===== src/rtl/hm_pkg.sv =====
// Shared constants and TX state encoding for the Hamming (7,4) serial link.
// Latency: n/a (declarations only).
// Backpressure: n/a.
package hm_pkg;

    localparam int CW_W   = 7;
    localparam int DATA_W = 4;

    typedef enum logic [1:0] {
        IDLE  = 2'd0,
        SHIFT = 2'd1,
        GAP   = 2'd2
    } tx_state_t;

endpackage


===== src/rtl/hm_deser7.sv =====
// RX word assembly: packs serial bits MSB-first into a codeword, strobes it and counts words.
// Latency: par_out/par_valid/word_cnt update at the edge that samples the last bit.
// Backpressure: none; ser_in_valid low simply holds the partial word indefinitely.
module hm_deser7 #(
    parameter int CW_W  = 7,
    parameter int CNT_W = 16
) (
    input  logic             clk16,
    input  logic             rst,
    input  logic             ser_in,
    input  logic             ser_in_valid,
    output logic [CW_W-1:0]  par_out,
    output logic             par_valid,
    output logic [CNT_W-1:0] word_cnt
);

    localparam int             K_W    = $clog2(CW_W);
    localparam logic [K_W-1:0] K_LAST = K_W'(CW_W - 1);

    logic [K_W-1:0]   k_q;
    logic [CW_W-1:0]  acc_q;
    logic [CW_W-1:0]  acc_nxt;
    logic [CW_W-1:0]  par_q;
    logic             pv_q;
    logic [CNT_W-1:0] cnt_q;

    // Partial word with the current bit dropped into its MSB-first slot.
    always_comb begin
        acc_nxt = acc_q;
        acc_nxt[K_LAST - k_q] = ser_in;
    end

    // Bit index, partial word, completed word, strobe and wrapping word counter.
    always_ff @(posedge clk16) begin
        if (rst) begin
            k_q   <= '0;
            acc_q <= '0;
            par_q <= '0;
            pv_q  <= 1'b0;
            cnt_q <= '0;
        end else begin
            pv_q <= 1'b0;
            if (ser_in_valid) begin
                if (k_q == K_LAST) begin
                    // Clear the accumulator so no stale bits leak into the next word.
                    k_q   <= '0;
                    acc_q <= '0;
                    par_q <= acc_nxt;
                    pv_q  <= 1'b1;
                    cnt_q <= cnt_q + CNT_W'(1);
                end else begin
                    k_q   <= k_q + K_W'(1);
                    acc_q <= acc_nxt;
                end
            end
        end
    end

    // Outputs read as zero for as long as reset is held.
    assign par_out   = rst ? '0   : par_q;
    assign par_valid = rst ? 1'b0 : pv_q;
    assign word_cnt  = rst ? '0   : cnt_q;

endmodule


===== src/rtl/hm_link_sched.sv =====
// Serial-leg scheduler: serialises codewords MSB-first with idle gaps, and reassembles RX words.
// Latency: first TX bit one cycle after acceptance; one word per CW_W+GAP+1 cycles back-to-back.
// Backpressure: cw_ready low in SHIFT/GAP, upstream holds the word. Optional HM_NOISE_INJ_EN flips one bit per flagged word.
module hm_link_sched import hm_pkg::*; #(
    parameter int CW_W  = hm_pkg::CW_W,
    parameter int GAP   = 1,
    parameter int CNT_W = 16
) (
    input  logic             clk16,
    input  logic             rst,
    input  logic [CW_W-1:0]  cw_in,
    input  logic             cw_valid,
    output logic             cw_ready,
    input  logic             noise_en,
    output logic             ser_out,
    output logic             ser_valid,
    input  logic             ser_in,
    input  logic             ser_in_valid,
    output logic [CW_W-1:0]  par_out,
    output logic             par_valid,
    output logic [CNT_W-1:0] word_cnt,
    output logic             busy
);

    localparam int               BIT_W    = $clog2(CW_W);
    localparam int               GAP_W    = (GAP > 1) ? $clog2(GAP) : 1;
    localparam logic [BIT_W-1:0] BIT_LAST = BIT_W'(CW_W - 1);
    localparam logic [GAP_W-1:0] GAP_LAST = GAP_W'((GAP > 0) ? GAP - 1 : 0);

    tx_state_t        state_q;
    tx_state_t        state_d;
    logic [CW_W-1:0]  sr_q;
    logic [BIT_W-1:0] bit_q;
    logic [GAP_W-1:0] gap_q;
    logic             accept;
    logic             last_bit;
    logic             flip;

    assign accept   = cw_valid && (state_q == IDLE);
    assign last_bit = (state_q == SHIFT) && (bit_q == BIT_LAST);

    // Next-state logic: IDLE -> SHIFT on accept, SHIFT -> GAP/IDLE after the last bit, GAP -> IDLE.
    always_comb begin
        state_d = state_q;
        case (state_q)
            IDLE:        if (cw_valid) state_d = SHIFT;
            SHIFT:       if (bit_q == BIT_LAST) state_d = (GAP > 0) ? hm_pkg::GAP : IDLE;
            hm_pkg::GAP: if (gap_q == GAP_LAST) state_d = IDLE;
            default:     state_d = IDLE;
        endcase
    end

    // State register plus shift register, bit counter and gap counter.
    always_ff @(posedge clk16) begin
        if (rst) begin
            state_q <= IDLE;
            sr_q    <= '0;
            bit_q   <= '0;
            gap_q   <= '0;
        end else begin
            state_q <= state_d;
            if (accept) begin
                sr_q  <= cw_in;
                bit_q <= '0;
                gap_q <= '0;
            end else if (state_q == SHIFT) begin
                sr_q  <= {sr_q[CW_W-2:0], 1'b0};
                bit_q <= bit_q + BIT_W'(1);
            end else if (state_q == hm_pkg::GAP) begin
                gap_q <= gap_q + GAP_W'(1);
            end
        end
    end

`ifdef HM_NOISE_INJ_EN
    logic             noise_q;
    logic [BIT_W-1:0] noise_pos_q;

    // Latch the noise request per word; rotate the injected position downward after each noisy word.
    always_ff @(posedge clk16) begin
        if (rst) begin
            noise_q     <= 1'b0;
            noise_pos_q <= BIT_LAST;
        end else begin
            if (accept) begin
                noise_q <= noise_en;
            end
            if (last_bit && noise_q) begin
                noise_pos_q <= (noise_pos_q == '0) ? BIT_LAST : noise_pos_q - BIT_W'(1);
            end
        end
    end

    // Bit index k carries codeword bit CW_W-1-k, so position p goes out at k = CW_W-1-p.
    assign flip = noise_q && (bit_q == (BIT_LAST - noise_pos_q));
`else
    logic unused_noise_en;

    assign unused_noise_en = noise_en;
    assign flip            = 1'b0;
`endif

    // Handshake and serial outputs are forced low while reset is held.
    assign cw_ready  = !rst && (state_q == IDLE);
    assign busy      = !rst && (state_q != IDLE);
    assign ser_valid = !rst && (state_q == SHIFT);
    assign ser_out   = ser_valid && (sr_q[CW_W-1] ^ flip);

    hm_deser7 #(
        .CW_W  (CW_W),
        .CNT_W (CNT_W)
    ) u_deser (
        .clk16        (clk16),
        .rst          (rst),
        .ser_in       (ser_in),
        .ser_in_valid (ser_in_valid),
        .par_out      (par_out),
        .par_valid    (par_valid),
        .word_cnt     (word_cnt)
    );

endmodule


===== config.mk =====
export PLATFORM = sky130hd
export DESIGN_NAME = hm_link_sched
export DESIGN_NICKNAME = d
export VERILOG_FILES = /design/src/rtl/hm_pkg.sv /design/src/rtl/hm_deser7.sv /design/src/rtl/hm_link_sched.sv
export SDC_FILE = /design/constraint.sdc
export NUM_CORES = 1
export LEC_CHECK = 0
export ABC_AREA = 0
export BUFFER_PORTS_ARGS = -buffer_cell sky130_fd_sc_hd__buf_4
export CAP_MARGIN = 40
export CORE_MARGIN = 4
export CORE_UTILIZATION = 30
export DETAILED_ROUTE_END_ITERATION = 8
export HOLD_SLACK_MARGIN = 0.06
export PLACE_DENSITY = 0.51
export SLEW_MARGIN = 25
export SYNTH_ARGS = -nofsm -noshare
export SYNTH_HDL_FRONTEND = slang
export SYNTH_SLANG_ARGS = --single-unit

===== constraint.sdc =====
create_clock -name clk16 -period 2.9 [get_ports clk16]
set_input_delay 0.87 -clock clk16 [delete_from_list [all_inputs] [get_ports clk16]]
set_output_delay 0.87 -clock clk16 [all_outputs]
set_load 0.02 [all_outputs]

==> impl_metrics.ini <==
[final_layout]
diodes = 0
drive_gt1_share_pct = 19.8
fillCellCount = 774
final_nets = 316
area_delta_synth_final_pct = 21.4

[synthesis]
synth_top_flop_cell = dfxtp_1
synth_fa_ha_area_share_pct = 3.35
synth_top_family_by_area = simple AND/OR/NAND/NOR gates
synth_xor_area_share_pct = 4.30
syn_avg_cell_area_sq_um = 8.55
synth_compound_area_share_pct = 13.7
synth_edf_count = 0
async_reset_ff_share_pct = 0
ys_seq_area_share_pct = 42.0
syn_nets = 281
yosys.area_share.simple_pct = 26.4
yosys_register_bits = 47
netlist_instances = 262
synth_warnings = 0
syn_area_sq_um = 2240
yosysUniqueCellTypes = 37
muxShareOfSynthArea_pct = 5.14

[global_routing]
grt_busiest_layer = met2
grt_pass1_wl_microns = 7880
antenna_found_initial = 0
grt_max_degree = 42
grtUsageMet1_pct = 14.0
grt_pass1_vias = 1716
groute.usage.overall_pct = 11.0
overflow = 0
grtUsageMet3_pct = 2.63
grt_use_met2_pct = 17.8

[critical_path]
cpMaxStageDelayCell = buf_4
crit_chain = buf_4 -> nor2_1 -> and2_1 -> buf_4
worst-endpoint-required_ns = 2.03
cp_max_fo = 41
slowest_delay_ns = 0.34
worstPathArrival_ns = 1.66
crit_top_cell = buf_4
cp-end-kind = primary output
cp-start-kind = input port
crit_type = input port to primary output

[timing]
fin_crit_ns = 2.53
hold_viol_final = 0
report.final.slew_viol_count = 0
rsz0062_at_grt = no
setup_tns_ns = 0
slew_headroom_pct = 63.0
finClkSkew_ns = 0.0111
setup_viol = 0
fin_crit_sh_pct = 87.4
fmax_ghz = 0.395
worst_pin_slew_ns = 0.554

[placement]
dp_hpwl_microns = 3310
io_buffers = 39
place.gp.congestion = 0.782

[power]
p_int_mw = 0.903
p_sw_mw = 0.301
peakVddDrop_uv = 179
pwr-share-seq_pct = 55.8
total_power_mw = 1.20
p_comb_share_pct = 9.6
power_density_nw_per_um2 = 443
pwr-share-clk_pct = 34.6
p_leak_nw = 1.06
switching_share_pct = 25.0

[detailed_routing]
viasPerCell = 4.67
drc = 0
final_antenna_net_count = 0
initialDrtViolationCount = 59
drt_pre_antenna_iters = 6
wl_microns = 4620
vias = 1855
wire_per_inst_microns = 11.6

[clock_tree]
clock-sinks = 47
h-tree-depth = 2
cts_setup_buffers = 0
hold_buffers = 0
cts.repair.resized = 0
numCtsBuffers = 5
root_buffer = clkbuf_8
cts_tree = yes
clock_path_buffers = 2
path_clk_slew_ns = 0.09
clock_latency_ns = 0.30

[floorplan]
core-area_sq_um = 7250
io-pin-count = 41
die_w_microns = 94.4
rows = 31
start_util_pct = 30.9
die_area_sq_um = 8920
die_y_microns = 94.4

[job]
drv_cap = 0

[min_path]
hp-class = register to register

[run_status]
run_status = finished, final reports clean
==> cells in the mapped netlist (3+ instances only) <==
master    count  area (sq um)
xor2_1        8          70.1
nand2_1      17          63.8
nor3b_1       3          22.5
and3_1        3          18.8
or3_1         3          18.8
mux2i_1       7          70.1
nor2_1       35           131
a211oi_1      8          60.1
and4_1        3          26.3
o21ai_0       5          25.0
clkbuf_1      9          33.8
dfxtp_1      47           941
xnor2_1       3          26.3
nor2b_1      25           156
nand2b_1      3          18.8
a22oi_1       6          45.0
buf_1         3          11.3
nand3_1      10          50.1
nor3_1        5          25.0
ha_1          6          75.1
o32ai_1       7          61.3
mux2_2        4          45.0
inv_1        11          41.3
a21oi_1      15          75.1
==> power groups by stage <==
stage	Combinational [mW]	Sequential, mW	Clock (mW)
final	0.116	0.672	0.416
after global routing	0.133	0.676	0.471
after CTS	0.119	0.673	0.438
after detailed placement	0.118	0.688	0
after floorplan	0.0811	0.684	0
after global placement	0.118	0.687	0
==> layout by cell type, fill, tap and decap left out, types with 7 or more instances in the layout <==
| cell type | Yosys | routed |
|---|---|---|
| a211oi_1 | 8 | 8 |
| a21oi_1 | 15 | 15 |
| buf_4 | 1 | 44 |
| dfxtp_1 | 47 | 47 |
| inv_1 | 11 | 11 |
| mux2i_1 | 7 | 7 |
| nand2_1 | 17 | 17 |
| nand3_1 | 10 | 10 |
| nor2_1 | 35 | 35 |
| nor2b_1 | 25 | 25 |
| o32ai_1 | 7 | 7 |
| xor2_1 | 8 | 8 |
==> layer usage <==
layer	vias to the layer above	wire (microns)
li1	969	-
met1	847	2220
met2	35	2110
met3	4	219
met4	0	68
met5	-	0
==> worst paths after layout <==
kind                                     start                 to  slack (ns)  depth (start not counted)
worst max register to register  u_deser.k_q[0]  u_deser.cnt_q[14]        0.91                          6
worst max-delay path                       rst            ser_out        0.37                          4
worst min-delay path                   sr_q[4]            sr_q[4]        0.46                          2
worst min register to register         sr_q[4]            sr_q[4]        0.46                          2
==> layout make-up <==
cell class | count | area, sq um | share of cell area, %
tap | 99 | 124 | 4.55
clock buffer | 6 | 82.6 | 3.04
multi-input combinational | 188 | 1180 | 43.6
sequential | 47 | 941 | 34.6
inverter | 11 | 41.3 | 1.52
timing repair buffer | 44 | 330 | 12.1
clock inverter | 2 | 16.3 | 0.598
==> cell families (layout without fill, tap and decap cells) <==
group | Yosys count | after routing
AND/OR/NAND/NOR | 114 | 114
flip-flops | 47 | 47
AO/OA/AOI/OAI | 46 | 46
buffers and inverters | 27 | 63
XOR/XNOR | 11 | 11
multiplexers | 11 | 11
adder cells (fa/ha/maj) | 6 | 6
==> sequential cells by signal, indices dropped and copies added (netlist names) <==
register,cells
bit_q,3
gap_q,1
sr_q,7
state_q,2
u_deser.acc_q,7
u_deser.cnt_q,16
u_deser.k_q,3
u_deser.par_q,7
u_deser.pv_q,1
==> metrics by stage <==
stage / util (%) / instances / worst slack (ns) / hold slack (ns) / cell area [sq um]
5_1_grt: 37.5 / 397 / 0.293 / 0.498 / 2720
6_report: 37.5 / 397 / 0.366 / 0.463 / 2720
3_3_place_gp: 36.1 / 389 / 0.369 / 0.446 / 2620
4_1_cts: 37.5 / 397 / 0.342 / 0.465 / 2720
3_5_place_dp: 36.1 / 389 / 0.342 / 0.451 / 2620
2_1_floorplan: - / 262 / 0.152 / 0.432 / 2240
==> worst max-delay path: cells and delay by family <==
family | cells | cell delay, ns
buf+inv | 2 | 0.49
simple gates | 2 | 0.29
Power figures use the tool's default switching activity.
